### config.mk
export PLATFORM = sky130hd
export DESIGN_NAME = bitstream_loader
export DESIGN_NICKNAME = d
export VERILOG_FILES = /design/src/rtl/fabric_loader_pkg.sv /design/src/rtl/spi_shifter.sv /design/src/rtl/bitstream_loader.sv
export SDC_FILE = /design/constraint.sdc
export NUM_CORES = 1
export LEC_CHECK = 0
export ABC_AREA = 0
export BUFFER_PORTS_ARGS = -buffer_cell sky130_fd_sc_hd__buf_2
export CAP_MARGIN = 15
export CORE_MARGIN = 3
export CORE_UTILIZATION = 35
export CTS_CLUSTER_SIZE = 40
export DETAILED_ROUTE_END_ITERATION = 10
export GPL_TIMING_DRIVEN = 0
export PLACE_DENSITY_LB_ADDON = 0.25
export SYNTH_ARGS = -nofsm -noshare
export SYNTH_HDL_FRONTEND = slang
export SYNTH_SLANG_ARGS = --single-unit
### constraint.sdc
create_clock -name clk_i -period 3.3 [get_ports clk_i]
set_input_delay 0 -clock clk_i [delete_from_list [all_inputs] [get_ports clk_i]]
set_output_delay 0 -clock clk_i [all_outputs]
set_load 0.02 [all_outputs]
### src/rtl/fabric_loader_pkg.sv
// Shared types and constants for the SPI-flash bitstream loader.
// Slot base address arithmetic lives here so every user agrees on the wrap-around.
package fabric_loader_pkg;

    localparam logic [7:0] SPI_CMD_READ = 8'h03;
    localparam int         WORD_BITS    = 32;
    localparam int         NBITS_W      = $clog2(WORD_BITS + 1);

    typedef enum logic [2:0] {
        IDLE,
        CMD,
        ADDR,
        DATA,
        END
    } loader_state_t;

    // Deliberately truncated to 24 bits: slots past the top of flash wrap to low addresses.
    function automatic logic [23:0] slot_addr(input logic [23:0] base,
                                              input logic [23:0] stride,
                                              input logic [3:0]  slot);
        return base + stride * {20'h0, slot};
    endfunction

endpackage

### src/rtl/spi_shifter.sv
// Mode-0 SPI bit engine: two clk cycles per bit (sck low, then sck high), MSB first.
// One 32-bit register transmits the loaded field and collects MISO on every sck rise.
module spi_shifter
    import fabric_loader_pkg::*;
(
    input  logic                 clk_i,
    input  logic                 rst_ni,
    input  logic                 load_i,
    input  logic [NBITS_W-1:0]   nbits_i,
    input  logic [WORD_BITS-1:0] tx_i,
    input  logic                 tx_en_i,
    input  logic                 miso_i,
    output logic                 sck_o,
    output logic                 mosi_o,
    output logic [WORD_BITS-1:0] rx_word_o,
    output logic                 word_done_o,
    output logic                 bit_done_o
);

    logic [WORD_BITS-1:0] shift_q;
    logic [NBITS_W-1:0]   cnt_q;
    logic                 phase_q;
    logic                 run_q;
    logic                 sck_q;
    logic                 mosi_q;
    logic                 tx_en_q;

    // word_done: this cycle's closing edge takes the field's last sample.
    // bit_done: final cycle of the field, a new load here continues without a gap.
    always_comb begin
        word_done_o = run_q & ~phase_q & (cnt_q == NBITS_W'(1));
        bit_done_o  = run_q &  phase_q & (cnt_q == NBITS_W'(1));
        rx_word_o   = {shift_q[WORD_BITS-2:0], miso_i};
        sck_o       = sck_q;
        mosi_o      = mosi_q;
    end

    always_ff @(posedge clk_i or negedge rst_ni) begin
        if (!rst_ni) begin
            shift_q <= '0;
            cnt_q   <= '0;
            phase_q <= 1'b0;
            run_q   <= 1'b0;
            sck_q   <= 1'b0;
            mosi_q  <= 1'b0;
            tx_en_q <= 1'b0;
        end else if (load_i) begin
            shift_q <= tx_i;
            cnt_q   <= nbits_i;
            phase_q <= 1'b0;
            run_q   <= 1'b1;
            sck_q   <= 1'b0;
            tx_en_q <= tx_en_i;
            mosi_q  <= tx_en_i & tx_i[WORD_BITS-1];
        end else if (run_q) begin
            if (!phase_q) begin
                sck_q   <= 1'b1;
                shift_q <= rx_word_o;
                phase_q <= 1'b1;
            end else begin
                sck_q   <= 1'b0;
                phase_q <= 1'b0;
                cnt_q   <= cnt_q - NBITS_W'(1);
                run_q   <= (cnt_q != NBITS_W'(1));
                mosi_q  <= tx_en_q & shift_q[WORD_BITS-1];
            end
        end
    end

endmodule

### src/rtl/bitstream_loader.sv
// Streams a bitstream slot from SPI NOR flash (READ 0x03) to the fabric config port.
// state | meaning
// IDLE  | cs high, waiting for boot_i or the post-reset autoboot
// CMD   | shifting out the 8-bit read command
// ADDR  | shifting out the 24-bit slot address
// DATA  | reading 32-bit words back to back, one valid strobe per word
// END   | one cycle with sck low before cs is released
module bitstream_loader
    import fabric_loader_pkg::*;
#(
    parameter logic [23:0] SLOT_BASE       = 24'h000000,
    parameter logic [23:0] SLOT_SIZE       = 24'h010000,
    parameter int          BITSTREAM_WORDS = 4096,
    parameter int          AUTOBOOT        = 1
) (
    input  logic        clk_i,
    input  logic        rst_ni,
    input  logic        boot_i,
    input  logic [3:0]  slot_i,
    output logic [31:0] bitstream_data_o,
    output logic        bitstream_valid_o,
    output logic        busy_o,
    output logic        done_o,
    output logic        spi_sck_o,
    output logic        spi_cs_no,
    output logic        spi_mosi_o,
    input  logic        spi_miso_i
);

    localparam int WCNT_W = $clog2(BITSTREAM_WORDS + 1);

    loader_state_t        state_q, state_d;
    logic [23:0]          addr_q, addr_d;
    logic [WCNT_W-1:0]    wcnt_q, wcnt_d;
    logic                 busy_q, busy_d;
    logic                 done_q, done_d;
    logic                 cs_q, cs_d;
    logic [31:0]          data_q, data_d;
    logic                 valid_q, valid_d;
    logic                 first_q;

    logic                 ld;
    logic [NBITS_W-1:0]   ld_nbits;
    logic [WORD_BITS-1:0] ld_tx;
    logic                 ld_tx_en;
    logic [WORD_BITS-1:0] rx_word;
    logic                 word_done;
    logic                 bit_done;

    spi_shifter u_shifter (
        .clk_i       (clk_i),
        .rst_ni      (rst_ni),
        .load_i      (ld),
        .nbits_i     (ld_nbits),
        .tx_i        (ld_tx),
        .tx_en_i     (ld_tx_en),
        .miso_i      (spi_miso_i),
        .sck_o       (spi_sck_o),
        .mosi_o      (spi_mosi_o),
        .rx_word_o   (rx_word),
        .word_done_o (word_done),
        .bit_done_o  (bit_done)
    );

    always_comb begin
        state_d  = state_q;
        addr_d   = addr_q;
        wcnt_d   = wcnt_q;
        busy_d   = busy_q;
        done_d   = done_q;
        cs_d     = cs_q;
        data_d   = data_q;
        valid_d  = 1'b0;
        ld       = 1'b0;
        ld_nbits = '0;
        ld_tx    = '0;
        ld_tx_en = 1'b0;
        unique case (state_q)
            IDLE: begin
                // An explicit boot request overrides the autoboot slot 0.
                if (boot_i || ((AUTOBOOT != 0) && first_q)) begin
                    addr_d   = slot_addr(SLOT_BASE, SLOT_SIZE, boot_i ? slot_i : 4'd0);
                    busy_d   = 1'b1;
                    done_d   = 1'b0;
                    cs_d     = 1'b0;
                    ld       = 1'b1;
                    ld_nbits = NBITS_W'(8);
                    ld_tx    = {SPI_CMD_READ, 24'h0};
                    ld_tx_en = 1'b1;
                    state_d  = CMD;
                end
            end
            CMD: begin
                if (bit_done) begin
                    ld       = 1'b1;
                    ld_nbits = NBITS_W'(24);
                    ld_tx    = {addr_q, 8'h00};
                    ld_tx_en = 1'b1;
                    state_d  = ADDR;
                end
            end
            ADDR: begin
                if (bit_done) begin
                    ld       = 1'b1;
                    ld_nbits = NBITS_W'(WORD_BITS);
                    wcnt_d   = WCNT_W'(BITSTREAM_WORDS);
                    state_d  = DATA;
                end
            end
            DATA: begin
                if (word_done) begin
                    data_d  = rx_word;
                    valid_d = 1'b1;
                end
                if (bit_done) begin
                    if (wcnt_q == WCNT_W'(1)) begin
                        state_d = END;
                    end else begin
                        wcnt_d   = wcnt_q - WCNT_W'(1);
                        ld       = 1'b1;
                        ld_nbits = NBITS_W'(WORD_BITS);
                    end
                end
            end
            END: begin
                cs_d    = 1'b1;
                busy_d  = 1'b0;
                done_d  = 1'b1;
                state_d = IDLE;
            end
            default: state_d = IDLE;
        endcase
    end

    always_ff @(posedge clk_i or negedge rst_ni) begin
        if (!rst_ni) begin
            state_q <= IDLE;
            addr_q  <= '0;
            wcnt_q  <= '0;
            busy_q  <= 1'b0;
            done_q  <= 1'b0;
            cs_q    <= 1'b1;
            data_q  <= '0;
            valid_q <= 1'b0;
            first_q <= 1'b1;
        end else begin
            state_q <= state_d;
            addr_q  <= addr_d;
            wcnt_q  <= wcnt_d;
            busy_q  <= busy_d;
            done_q  <= done_d;
            cs_q    <= cs_d;
            data_q  <= data_d;
            valid_q <= valid_d;
            first_q <= 1'b0;
        end
    end

    assign bitstream_data_o  = data_q;
    assign bitstream_valid_o = valid_q;
    assign busy_o            = busy_q;
    assign done_o            = done_q;
    assign spi_cs_no         = cs_q;

endmodule

-- Word-level counts from Yosys, hierarchy flattened
Index checks and enable logic that the tools add are counted.
- bits in registers: 99
- output and inout port bits: 38
- logic and storage cells: 99
- bitwise logic cells: 7
- reduce and logical (&&, ||, !) cells: 14
- eq/ne operators: 14
- muxes and demuxes: 47
- add/subtract/negate cells: 2
- operators by type and width (kind ; number):
    $mux W32 ; 3
    $pmux W28 S2 ; 1
    $mux W13 ; 3
    $mux W6 ; 6
    $mux W28 ; 1
    $mux W26 ; 1
    $pmux W13 S2 ; 1
    $pmux W6 S4 ; 1
    $mux W1 ; 17
    $mux W3 ; 5
    $ne A2 B2 Y1 const B ; 7
    $eq A13 B1 Y1 const B ; 1
    $sub A13 B1 Y13 const B ; 1
    $pmux W3 S4 ; 1
    $reduce_and A2 Y1 ; 5
    $mux W4 ; 2
    $reduce_bool A2 Y1 ; 4
    $eq A3 B2 Y1 const B ; 2
    $eq A6 B1 Y1 const B ; 1
    $ne A6 B1 Y1 const B ; 1
    $pmux W1 S2 ; 3
    $sub A6 B1 Y6 const B ; 1
    $and A1 B1 Y1 ; 5
    $mux W5 ; 1
    10 further kinds ; 10

-- Longest topological paths before layout
- depth after elaboration: 6
- gate-level depth with buffers: 9
- gate-level depth less buffers: 7

-- Hierarchy
Synthesis repeated with hierarchy kept, for this count alone.
- cells, all modules: 435
- area, all modules: 4802.1 µm²
- by module, submodules not included (module ; area an instance (µm²) ; cells each ; times used):
    bitstream_loader ; 2489.9 ; 207 ; 1
    spi_shifter ; 2312.2 ; 228 ; 1

-- Worst setup path before layout
OpenSTA, ideal clock, no wires.
- path type: flip-flop to flip-flop
- start: register u_shifter.cnt_q[1]
- end: register data_q[25], in the netlist bitstream_data_o[25]
- buffers on the path: 2
- data required time: 3172 ps
- setup time: 128 ps
- setup slack: 936 ps
- clock period less this slack: 2364 ps
- stages on the path, launching flop included: 9
- arrival: 2237 ps
- cells stage by stage: dfrtp_1 > inv_1 > ha_1 > or3b_1 > or3_1 > or3_1 > buf_2 > buf_2 > mux2_1
- cells in the longest elaborated chain, start to end: 3
- RTL lines (item ; RTL line ; text):
    from (decl) ; spi_shifter.sv:21 ; logic [NBITS_W-1:0] cnt_q;
    from (signal assigned) ; spi_shifter.sv:49 ; cnt_q <= nbits_i;
    from (signal assigned) ; spi_shifter.sv:63 ; cnt_q <= cnt_q - NBITS_W'(1);
    $eq A6 B1 Y1 ; spi_shifter.sv:31 ; word_done_o = run_q & ~phase_q & (cnt_q == NBITS_W'(1));
    $and A1 B1 Y1 ; spi_shifter.sv:31 ;
    $reduce_and A2 Y1 (no source line) ; - ;
    to (signal assigned) ; bitstream_loader.sv:153 ; data_q <= data_d;
    to (decl) ; bitstream_loader.sv:38 ; logic [31:0] data_q, data_d;
No other way between the ends.
A chain may end at the register's enable or synchronous reset.

-- Worst setup path in the final report
- start: register u_shifter.cnt_q[1]
- end: register wcnt_q[5]
- cells in the longest elaborated chain, start to end: 4
- elaborated cells on any way between the ends: 5
- classes of those cells: eq/ne: 3; bitwise: 1; reduce/logical: 1
- RTL lines (item ; RTL line ; text):
    $eq A6 B1 Y1 * ; spi_shifter.sv:32 ; bit_done_o = run_q & phase_q & (cnt_q == NBITS_W'(1));
    $and A1 B1 Y1 * ; spi_shifter.sv:32 ;
    $ne A2 B2 Y1 (no source line) ; - ;
    $reduce_and A4 Y1 (no source line) * ; - ;
    to (signal assigned) ; bitstream_loader.sv:149 ; wcnt_q <= wcnt_d;
    to (decl) ; bitstream_loader.sv:34 ; logic [WCNT_W-1:0] wcnt_q, wcnt_d;
Every way passes the cells marked *; elsewhere a longest branch is shown, timed or not.

==> metrics.txt <==
Max Slew Vio Count=0; ratio of final minimum period to clock period=80.5%; setup TNS=0 ns; Logic pwr share=29.7%; die height=117 microns; Post-synth EDFFs=0; Die W=117 microns; Worst EP arrival=2.86 ns; Worst-path clk slew=0.07 ns; Netlist Area Pre-Place=4310 sq um; nets=469; Iter 0 DRT Violations=123; commonest non-fill, non-tap cell in the layout=dfrtp_1; post-synthesis cell type count=49; Async SR Flop Fraction=100%; FMAX=0.376 GHz; Num CTS Buffers=9; CP Data Required Time=3.51 ns; clock power share=26.1%; NetSw=1.46 mW; count of clock tree sinks=99; worst-path maximum fanout=10; Initial Util=36.8%; sequential-to-total area share from yosys stat=57.6%; Residual DRC=0; num rows=39; largest net degree at the start of global routing=65; commonest cells after routing, fill and taps aside=dfrtp_1, nand2_1, buf_2; Avg Cell Area, Syn=10.9 sq um; clk buf depth=2; routed wire length=8490 microns; TritonCTS clock tree=built; Setup crit end kind=flop; Vias=3047; Hold WC Path Type=input port to async pin; Syn Inst Count=394; die area=13700 sq um; Sequential Power Share=44.1%; slowest stage delay, CP=0.50 ns; Buffers on Ports=45; critical path type=flop to flop; Final setup viols=0; Synth Net Count=406; Max-Slew Margin vs Limit=48.6%; initial antenna violation count=0; TritonRoute pass-1 iters=4; CTS H-tree depth=3; Yosys top cell area share=56.3%; Setup Fix Bufs, Post-CTS=0; Ant. Diodes=0; critical-path cell list=inv_1 -> ha_1 -> or3b_1 -> nor4_1 -> buf_2 -> nor2b_1 -> clkbuf_1 -> nor2_1; area leader, netlist=dfrtp_1; worst skew pair latency=0.34 ns; status=finished, final reports clean; crit path time final=2.66 ns; final hold violation count=0; Antenna Nets Post-Route=0; Peak VDD IR=0.335 mV; HPWL after DPL=6120 microns; Final Skew=0.00578 ns; fillers=1125; core area=11700 sq um; WL/cell=14.0 microns; clk root buf=clkbuf_16; fraction of layout cells with a size suffix above 1=26.4%; synthesized flop and latch total=99; Worst-Margin Slew=0.763 ns; RSZ-0062 raised after global routing=false; Yosys warning count=0; final core utilization=43.7%; MaxCap Viol Count=0; Total GRT Usage=13.5%; Power Internal=2.65 mW; first-pass GRT wire length=14500 microns; critical path's slowest cell=nor4_1; critical path launch point type=flop; Power Density=804 nW/um^2; largest cells by area after synthesis=dfrtp_1, mux2_2, nand2_1; leakage power=2.44 nW; sw frac=35.6%; final RePlAce weighted congestion=0.798; most common flop cell mapped by yosys=dfrtp_1; GRT overflow=0; Syn-to-layout area delta=18.7%; Ports=46; post-DR vias/cell=5.04; vias in the first global route=2983
power groups by stage:
stage | Clock, mW | Sequential [mW] | Combinational [mW]
after detailed placement | 0 | 1.84 | 1.23
after CTS | 1.11 | 1.81 | 1.24
after floorplan | 0 | 1.88 | 0.801
final | 1.07 | 1.81 | 1.22
after global routing | 1.15 | 1.87 | 1.39
after global placement | 0 | 1.83 | 1.19
final timing paths:
kind / start / endpoint / slack [ns] / cells past startpoint
setup / recovery: u_shifter.cnt_q[1] / wcnt_q[5] / 0.64 / 8
hold / removal: rst_ni / bitstream_data_o[9] / 0.15 / 2
setup reg to reg: u_shifter.cnt_q[1] / wcnt_q[5] / 0.64 / 8
hold reg to reg: bitstream_data_o[25] / bitstream_data_o[25] / 0.49 / 1
max in group asynchronous: rst_ni / spi_cs_no / 2.43 / 3
min in group clk_i: boot_i / spi_cs_no / 0.17 / 3
through the flow:
step	total power, mW	hold WS (ns)	setup WS [ns]	instance area, sq um	instances
2_1_floorplan	2.68	-0.296	0.936	4310	394
3_3_place_gp	3.02	0.221	0.664	4710	582
3_5_place_dp	3.07	-0.00301	0.605	4740	583
4_1_cts	4.16	0.166	0.594	5110	605
5_1_grt	4.41	0.186	0.413	5110	605
6_report	4.11	0.154	0.644	5110	605
cell usage after synthesis (3+ instances only):
| cell | n |
|---|---|
| dfrtp_1 | 97 |
| nand2_1 | 71 |
| mux2_2 | 30 |
| a21oi_1 | 28 |
| nor2_1 | 20 |
| o21ai_0 | 14 |
| clkbuf_1 | 13 |
| a21oi_2 | 10 |
| inv_1 | 10 |
| xor2_1 | 9 |
| buf_2 | 8 |
| nand4_1 | 7 |
| a22o_1 | 6 |
| nor3_1 | 6 |
| nor4_1 | 5 |
| or4_1 | 5 |
| ha_1 | 4 |
| mux2i_1 | 4 |
| or3_1 | 4 |
| nand2b_1 | 3 |
| nand3_1 | 3 |
| o31ai_1 | 3 |
| xnor2_1 | 3 |
cells by family (layout without fill, tap and decap cells):
family / after synthesis / in the layout / share of synthesized area (%)
and+or+nand+nor: 139 / 139 / 15.8
DFF: 99 / 99 / 57.6
AOI/OAI and AO/OA: 68 / 68 / 10.0
muxes: 36 / 36 / 9.29
buffers and inverters: 35 / 103 / 3.66
xor gates and xnor gates: 12 / 12 / 2.44
adders and majority gates: 4 / 4 / 1.16
other: 1 / 1 / 0.0870
layout make-up:
cell class | count | area, sq um | area share [%]
plain buffers | 25 | 120 | 2.35
clock buffers | 10 | 239 | 4.67
clock inverters | 6 | 71.3 | 1.40
inverters | 10 | 37.5 | 0.734
multi-input cells | 260 | 1670 | 32.7
flip-flops and latches | 99 | 2480 | 48.5
well taps | 143 | 179 | 3.50
repair buffers | 52 | 315 | 6.17
repair_timing:
item / 4_1_cts / 5_1_grt
gates resized for setup: 0 / 0
endpoints found under the hold margin: 41 / 0
hold buffers: 6 / 0
per-layer routing:
metal | wire length [microns] | vias to the layer above | GRT usage [%]
li1 | - | 1474 | -
met1 | 4060 | 1499 | 18.5
met2 | 3990 | 62 | 21.1
met3 | 327 | 12 | 3.34
met4 | 121 | 0 | 4.13
met5 | 0 | - | 0
worst max-delay path, delay by kind of cell (launching register included):
| kind | cells | cell delay, ns |
|---|---|---|
| flip-flops | 1 | 0.39 |
| AND/OR/NAND/NOR | 4 | 1.18 |
| adder cells (fa/ha/maj) | 1 | 0.15 |
| buffers and inverters | 3 | 0.81 |
sequential cells by signal, summed over array words and instances (netlist names):
register	count
addr_q	4
state_q	3
u_shifter.run_q	1
bitstream_valid_o	1
u_shifter.shift_q	32
u_shifter.tx_en_q	1
first_q	1
spi_cs_no	1
done_o	1
busy_o	1
wcnt_q	13
u_shifter.mosi_o	1
u_shifter.cnt_q	6
u_shifter.phase_q	1
bitstream_data_o	32
Power figures use the tool's default switching activity.
